[src/rtl/start_cond_pkg.sv]
// Shared types and constants for the start conditioner.
// Latency: n/a (declarations only).
// Backpressure: n/a.
package start_cond_pkg;

  typedef enum logic [1:0] {
    IDLE = 2'd0,
    RUN  = 2'd1,
    HOLD = 2'd2
  } state_t;

  localparam int unsigned DATA_W_DEF      = 8;
  localparam int unsigned TIMEOUT_CYC_DEF = 1024;

  // Width of a counter that must hold 0 .. cyc-1 (never narrower than 1 bit).
  function automatic int unsigned timer_w(input int unsigned cyc);
    return (cyc > 1) ? $clog2(cyc) : 1;
  endfunction

endpackage

[src/rtl/debouncer.sv]
// Synchronizes the raw active-low button and debounces it into a clean pressed level.
// Latency: SYNC_STAGES + DEBOUNCE_CYC cycles from pin change to pressed change.
// Backpressure: none; free-running, glitches shorter than DEBOUNCE_CYC are dropped.
module debouncer #(
  parameter int unsigned SYNC_STAGES  = 2,
  parameter int unsigned DEBOUNCE_CYC = 16
) (
  input  logic clk,
  input  logic reset,
  input  logic key_n,
  output logic pressed
);

  localparam int unsigned CNT_W = $clog2(DEBOUNCE_CYC + 1);

  logic [SYNC_STAGES-1:0] sync_q, sync_d;
  logic [CNT_W-1:0]       cnt_q, cnt_d;
  logic                   pressed_q, pressed_d;
  logic                   key_level;

  // Shift the pin into the sync chain; count consecutive disagreeing cycles and
  // flip the accepted level once the disagreement has lasted DEBOUNCE_CYC cycles.
  always_comb begin
    sync_d    = {sync_q[SYNC_STAGES-2:0], key_n};
    key_level = ~sync_q[SYNC_STAGES-1];
    cnt_d     = '0;
    pressed_d = pressed_q;
    if (key_level != pressed_q) begin
      if (cnt_q == CNT_W'(DEBOUNCE_CYC - 1)) begin
        pressed_d = key_level;
      end else begin
        cnt_d = cnt_q + 1'b1;
      end
    end
  end

  // State registers; the chain resets to "released" so a held key must re-debounce.
  always_ff @(posedge clk or negedge reset) begin
    if (!reset) begin
      sync_q    <= '1;
      cnt_q     <= '0;
      pressed_q <= 1'b0;
    end else begin
      sync_q    <= sync_d;
      cnt_q     <= cnt_d;
      pressed_q <= pressed_d;
    end
  end

  assign pressed = pressed_q;

endmodule

[src/rtl/start_conditioner.sv]
// Turns a debounced button press into a level start/operand handshake for the algorithm block.
// Latency: press_evt to start is 1 cycle; pin to start is SYNC_STAGES+DEBOUNCE_CYC+1 cycles.
// Backpressure: start is held through the done phase until the button is released.
module start_conditioner
  import start_cond_pkg::*;
#(
  parameter int unsigned DATA_W       = DATA_W_DEF,
  parameter int unsigned SYNC_STAGES  = 2,
  parameter int unsigned DEBOUNCE_CYC = 16,
  parameter int unsigned TIMEOUT_CYC  = TIMEOUT_CYC_DEF
) (
  input  logic              clk,
  input  logic              reset,
  input  logic              key_n,
  input  logic [DATA_W-1:0] sw_in,
  input  logic              done,
  output logic              start,
  output logic [DATA_W-1:0] operand,
  output logic              busy,
  output logic              timeout
);

  localparam int unsigned TIMER_W = timer_w(TIMEOUT_CYC);

  logic [SYNC_STAGES-1:0][DATA_W-1:0] sw_sync_q, sw_sync_d;
  logic [DATA_W-1:0]                  sw_sync;
  logic                               pressed, pressed_prev_q, pressed_prev_d;
  logic                               press_evt, rel;
  state_t                             state_q, state_d;
  logic [DATA_W-1:0]                  operand_q, operand_d;
  logic                               start_q, start_d;
  logic                               busy_q, busy_d;
  logic                               timeout_q, timeout_d;
  logic [TIMER_W-1:0]                 timer_q, timer_d;

  debouncer #(
    .SYNC_STAGES  (SYNC_STAGES),
    .DEBOUNCE_CYC (DEBOUNCE_CYC)
  ) u_debouncer (
    .clk     (clk),
    .reset   (reset),
    .key_n   (key_n),
    .pressed (pressed)
  );

  // Switch synchronizer and edge detector on the debounced level.
  always_comb begin
    sw_sync_d      = {sw_sync_q[SYNC_STAGES-2:0], sw_in};
    sw_sync        = sw_sync_q[SYNC_STAGES-1];
    pressed_prev_d = pressed;
    press_evt      = pressed & ~pressed_prev_q;
    rel            = ~pressed;
  end

  // Next-state and registered-output logic; done beats the timer in RUN.
  always_comb begin
    state_d   = state_q;
    operand_d = operand_q;
    timeout_d = timeout_q;
    timer_d   = timer_q;
    case (state_q)
      IDLE: begin
        operand_d = sw_sync;
        if (press_evt) begin
          state_d   = RUN;
          timeout_d = 1'b0;
          timer_d   = '0;
        end
      end
      RUN: begin
        if (done) begin
          state_d = HOLD;
        end else if (timer_q == TIMER_W'(TIMEOUT_CYC - 1)) begin
          state_d   = IDLE;
          timeout_d = 1'b1;
        end else begin
          timer_d = timer_q + 1'b1;
        end
      end
      HOLD: begin
        if (rel) begin
          state_d = IDLE;
        end
      end
      default: state_d = IDLE;
    endcase
    start_d = (state_d != IDLE);
    busy_d  = (state_d != IDLE);
  end

  // State and output registers; reset drops start/busy immediately.
  always_ff @(posedge clk or negedge reset) begin
    if (!reset) begin
      sw_sync_q      <= '0;
      pressed_prev_q <= 1'b0;
      state_q        <= IDLE;
      operand_q      <= '0;
      start_q        <= 1'b0;
      busy_q         <= 1'b0;
      timeout_q      <= 1'b0;
      timer_q        <= '0;
    end else begin
      sw_sync_q      <= sw_sync_d;
      pressed_prev_q <= pressed_prev_d;
      state_q        <= state_d;
      operand_q      <= operand_d;
      start_q        <= start_d;
      busy_q         <= busy_d;
      timeout_q      <= timeout_d;
      timer_q        <= timer_d;
    end
  end

  assign start   = start_q;
  assign busy    = busy_q;
  assign operand = operand_q;
  assign timeout = timeout_q;

endmodule

[config.mk]
export PLATFORM = sky130hd
export DESIGN_NAME = start_conditioner
export DESIGN_NICKNAME = d
export VERILOG_FILES = /design/src/rtl/start_cond_pkg.sv /design/src/rtl/debouncer.sv /design/src/rtl/start_conditioner.sv
export SDC_FILE = /design/constraint.sdc
export NUM_CORES = 1
export LEC_CHECK = 0
export BUFFER_PORTS_ARGS = -buffer_cell sky130_fd_sc_hd__buf_4
export CORE_UTILIZATION = 50
export DETAILED_ROUTE_END_ITERATION = 8
export PLACE_DENSITY = 0.73
export SLEW_MARGIN = 20
export SYNTH_ARGS = -nofsm -noshare
export SYNTH_HDL_FRONTEND = slang
export SYNTH_SLANG_ARGS = --single-unit
export TNS_END_PERCENT = 30
[constraint.sdc]
create_clock -name clk -period 1.5 [get_ports clk]
set_input_delay 0.225 -clock clk [delete_from_list [all_inputs] [get_ports clk]]
set_output_delay 0.225 -clock clk [all_outputs]
set_load 0.02 [all_outputs]
==> tab_implementation.tex <==
\begin{tabular}{lr}
\hline
Metric & Value \\
\hline
\multicolumn{2}{l}{\textbf{Die}} \\
Vert. Die Dim & a little over 60 um \\
DIE WIDTH & 61.1 um \\
Core outline area & approximately 3300 sq um \\
I/O pin total & 23 \\
Number of placement rows & 21 \\
Starting Density & 0.523 \\
Full die area & 3730 sq um \\
\multicolumn{2}{l}{\textbf{Clock network}} \\
Clk buf depth & 2 \\
CTS Buf Count & 5 \\
Clock input transition at the sequential cells of the worst setup and hold paths & around 130 ps \\
Clock root buffer & clkbuf\_4 \\
Clock insertion delay at the later pin of the skew report & 350 ps \\
TritonCTS clock tree & built \\
Clk sink count & 47 \\
Deepest level of the CTS H-tree & 2 \\
\multicolumn{2}{l}{\textbf{Yosys}} \\
Post-synthesis instance area & roughly 1700 sq um \\
Cell types occupying the most area after synthesis & dfrtp\_1 65\%, mux2\_2 5.2\%, dfstp\_2 3.0\% \\
Number of synthesis warnings & 0 \\
Total nets after synthesis & roughly 150 \\
Count of cell types in the netlist & 33 \\
Number of standard cells after synthesis & about 130 \\
Sequential cell area fraction in the yosys report & 0.676 \\
Post-synthesis area per instance & $\sim$13 sq um \\
Number of synthesized register bits & 47 \\
Area share of the largest cell type after synthesis & 0.646 \\
Library cell with the largest summed area after synthesis & dfrtp\_1 \\
\multicolumn{2}{l}{\textbf{Placement}} \\
Number of placed instances with taps included & roughly 210 \\
Final estimated routing congestion in global placement & between 0.8 and 0.9 \\
IO Port Bufs & 22 \\
Post-detailed-placement half-perimeter wirelength & between 2000 and 2500 um \\
\multicolumn{2}{l}{\textbf{GRT}} \\
First-pass GRT wire length & between 5000 and 6000 um \\
Number of antenna violations at the first check in global routing & 0 \\
GR Util All Layers & 0.223 \\
Vias in the first global route & approximately 1,300 \\
Pin count of the biggest net entering global routing & between 40 and 50 \\
Sum of overflow across all layers after global routing & 0 \\
\multicolumn{2}{l}{\textbf{Setup path}} \\
Critical path arrival & between 1500 and 2000 ps \\
Startpoint types & flip-flop \\
CP top delay family & compound AO/OA/AOI/OAI gates \\
Worst path required time & approximately 1700 ps \\
Cell with the biggest individual delay on the critical path & dfrtp\_1 \\
Crit Path Class & reg -> reg \\
Largest stage delay on the critical path & roughly 440 ps \\
Nature of the critical path endpoint & flip-flop \\
List of cells traversed by the critical path & nor3b\_4, o31ai\_4, buf\_6, o31ai\_1, a21oi\_2 \\
Peak fanout along the critical path & 6 \\
Worst path buffer plus inverter count & 1 \\
\multicolumn{2}{l}{\textbf{Timing}} \\
Share of the clock period used by the worst path & 1.05 \\
Measured slew at the worst slew-check pin & 559 ps \\
Max Transition Viols Final & 0 \\
Post-route minimum period & around 1600 ps \\
Final critical-path setup slack & -74.1 ps \\
Endpoints failing hold & 0 \\
Unrepaired setup endpoints after global routing & yes \\
Max Clk Rate & roughly 640 MHz \\
Sum Neg Setup Slack & -107 ps \\
Relative max-transition margin & 0.627 \\
Final Setup Violations & 2 \\
Worst-case clock skew & around 5.9 ps \\
\multicolumn{2}{l}{\textbf{Drt}} \\
DRT iter0 DRCs & between 70 and 80 \\
Routed length per instance & $\sim$16 um \\
DRC violations left & 0 \\
Average via count per standard cell & approximately 5.4 \\
Vias post-DR & roughly 1,300 \\
Total iterations of the first detailed-routing run & 4 \\
Residual antenna-violating net count after detailed routing & 0 \\
Post-Route WL & approximately 3700 um \\
\multicolumn{2}{l}{\textbf{Finish}} \\
Final antenna diode count & 0 \\
Final core utilization & 0.694 \\
Number of fillers in the final layout & roughly 250 \\
Number of standard cells in the final layout excluding fillers & approximately 230 \\
Fraction of final layout cells with drive strength greater than 1 & 0.394 \\
Number of nets in the final layout & 201 \\
Area added between synthesis and finish & 32.9\% \\
\multicolumn{2}{l}{\textbf{Worst hold path}} \\
Class of the tightest hold or removal check & in -> reg \\
\multicolumn{2}{l}{\textbf{Status}} \\
Violated checks & setup timing \\
Result of the run & finished with violations \\
\multicolumn{2}{l}{\textbf{Power and ir drop}} \\
Standby leakage power & between 1 and 1.5 nW \\
Peak supply drop & between 0.0008 and 0.0009 V \\
Pwr Density & 887 nW/um\^{}2 \\
\multicolumn{2}{l}{\textbf{Flow run}} \\
\# Max-Cap Violations & 0 \\
\hline
\end{tabular}
-- report_power, final --
group	internal, mW	switching [mW]	total (mW)
Clock	0.190	0.395	0.585
Combinational	0.0703	0.0665	0.137
Sequential	1.31	0.0202	1.33
-- sequential cells by signal, indices dropped and copies added (netlist names) --
signal	count
sw_sync_d	8
pressed_prev_q	1
timer_q	10
busy	1
state_q	2
u_debouncer.pressed	1
timeout	1
operand	8
u_debouncer.cnt_q	5
sw_sync	8
u_debouncer.sync_q	2
-- worst register-to-register path, stage by stage (launching register included) --
cell     delay, ps
dfrtp_1        440
nor3b_4        250
o31ai_4        120
buf_6          150
o31ai_1        420
a21oi_2        100
-- per-stage QoR --
stage / area (sq um) / hold WS [ps] / total power, mW / setup slack, ps
after floorplan: 1740 / -70.6 / 1.39 / 0.117
after global placement: 2070 / 248 / 1.47 / 53.5
after detailed placement: 2070 / 262 / 1.48 / -20.6
after CTS: 2260 / 152 / 2.08 / -10.6
after global routing: 2320 / 204 / 2.15 / -91.0
final: 2320 / 182 / 2.06 / -74.1
-- routing by layer --
metal / GRT usage / vias up / routed length, um
met5: 0 / - / 0
met4: 0.0877 / 0 / 106
met3: 0.0672 / 12 / 149
met2: 0.390 / 37 / 2050
met1: 0.257 / 628 / 1350
li1: - / 593 / -
-- cell usage after synthesis --
cell type,count
dfrtp_1,45
nand3_1,9
mux2_2,8
nand2_1,7
nand4_1,6
nor2_1,6
inv_1,5
o21ai_0,5
a21oi_1,4
o31ai_1,4
nand3b_1,3
nor3_1,3
and3_1,2
buf_2,2
dfstp_2,2
ha_1,2
or4_1,2
xor2_1,2
a211oi_1,1
a311oi_1,1
a31oi_1,1
and2_1,1
and4_1,1
and4bb_1,1
buf_4,1
mux2i_1,1
nor2_2,1
nor3b_2,1
nor4b_1,1
o211ai_1,1
o311ai_0,1
o31ai_2,1
xnor2_1,1
-- layout make-up --
cell class              count  area [sq um]  share of cell area
well taps                  46          57.6              0.0248
clock buffers               6          41.3              0.0178
clock inverters             2          17.5             0.00756
flip-flops and latches     47          1180               0.509
inverters                   5          18.8             0.00810
repair buffers             51           419               0.181
multi-input cells          77           584               0.252
-- kinds of logic after synthesis --
kind of cell | share of synthesized area
buffers and inverters | 0.0208
and+or+nand+nor | 0.144
xor gates and xnor gates | 0.0151
muxes | 0.0574
DFF | 0.676
adders and majority gates | 0.0143
AOI/OAI and AO/OA | 0.0725
-- repair_timing --
action,4_1_cts,5_1_grt
gates cloned,0,0
hold buffers,10,0
hold endpoints to repair,54,0
setup buffers,3,0
pin swaps,6,9
gates resized for setup,3,17
endpoints found under the setup margin,7,11
-- worst paths after layout --
| check | startpoint | to | slack, ps | cells past startpoint |
|---|---|---|---|---|
| worst max-delay path | state_q[1]$_DFF_PN0_ | timer_q[7]$_DFFE_PN0P_ | -70 | 5 |
| worst min-delay path | done | state_q[1]$_DFF_PN0_ | 180 | 3 |
| worst max register to register | state_q[1]$_DFF_PN0_ | timer_q[7]$_DFFE_PN0P_ | -70 | 5 |
| worst min register to register | sw_sync_d[14]$_DFF_PN0_ | sw_sync[6]$_DFF_PN0_ | 360 | 0 |
| max in group asynchronous | reset | u_debouncer.sync_q[0]$_DFF_PN1_ | 730 | 2 |
| min in group asynchronous | reset | sw_sync_d[14]$_DFF_PN0_ | 380 | 2 |
-- placed cells by master, fill, tap and decap left out, types with 2 or more instances in the layout --
cell type,Yosys,routed
a21oi_2,0,3
and3_1,2,2
buf_4,1,38
buf_6,0,3
clkbuf_4,0,5
clkinv_4,0,2
dfrtp_1,45,45
dfstp_2,2,2
dlygate4sd3_1,0,10
inv_1,5,4
mux2_2,8,8
nand2_1,7,7
nand3_1,9,8
nand3b_1,3,3
nand4_1,6,6
nor2_1,6,5
nor2_2,1,2
nor3_1,3,2
o21ai_0,5,4
o31ai_1,4,4
or4_4,0,2
xor2_1,2,2
No activity file was read; power rests on OpenSTA's default activity.
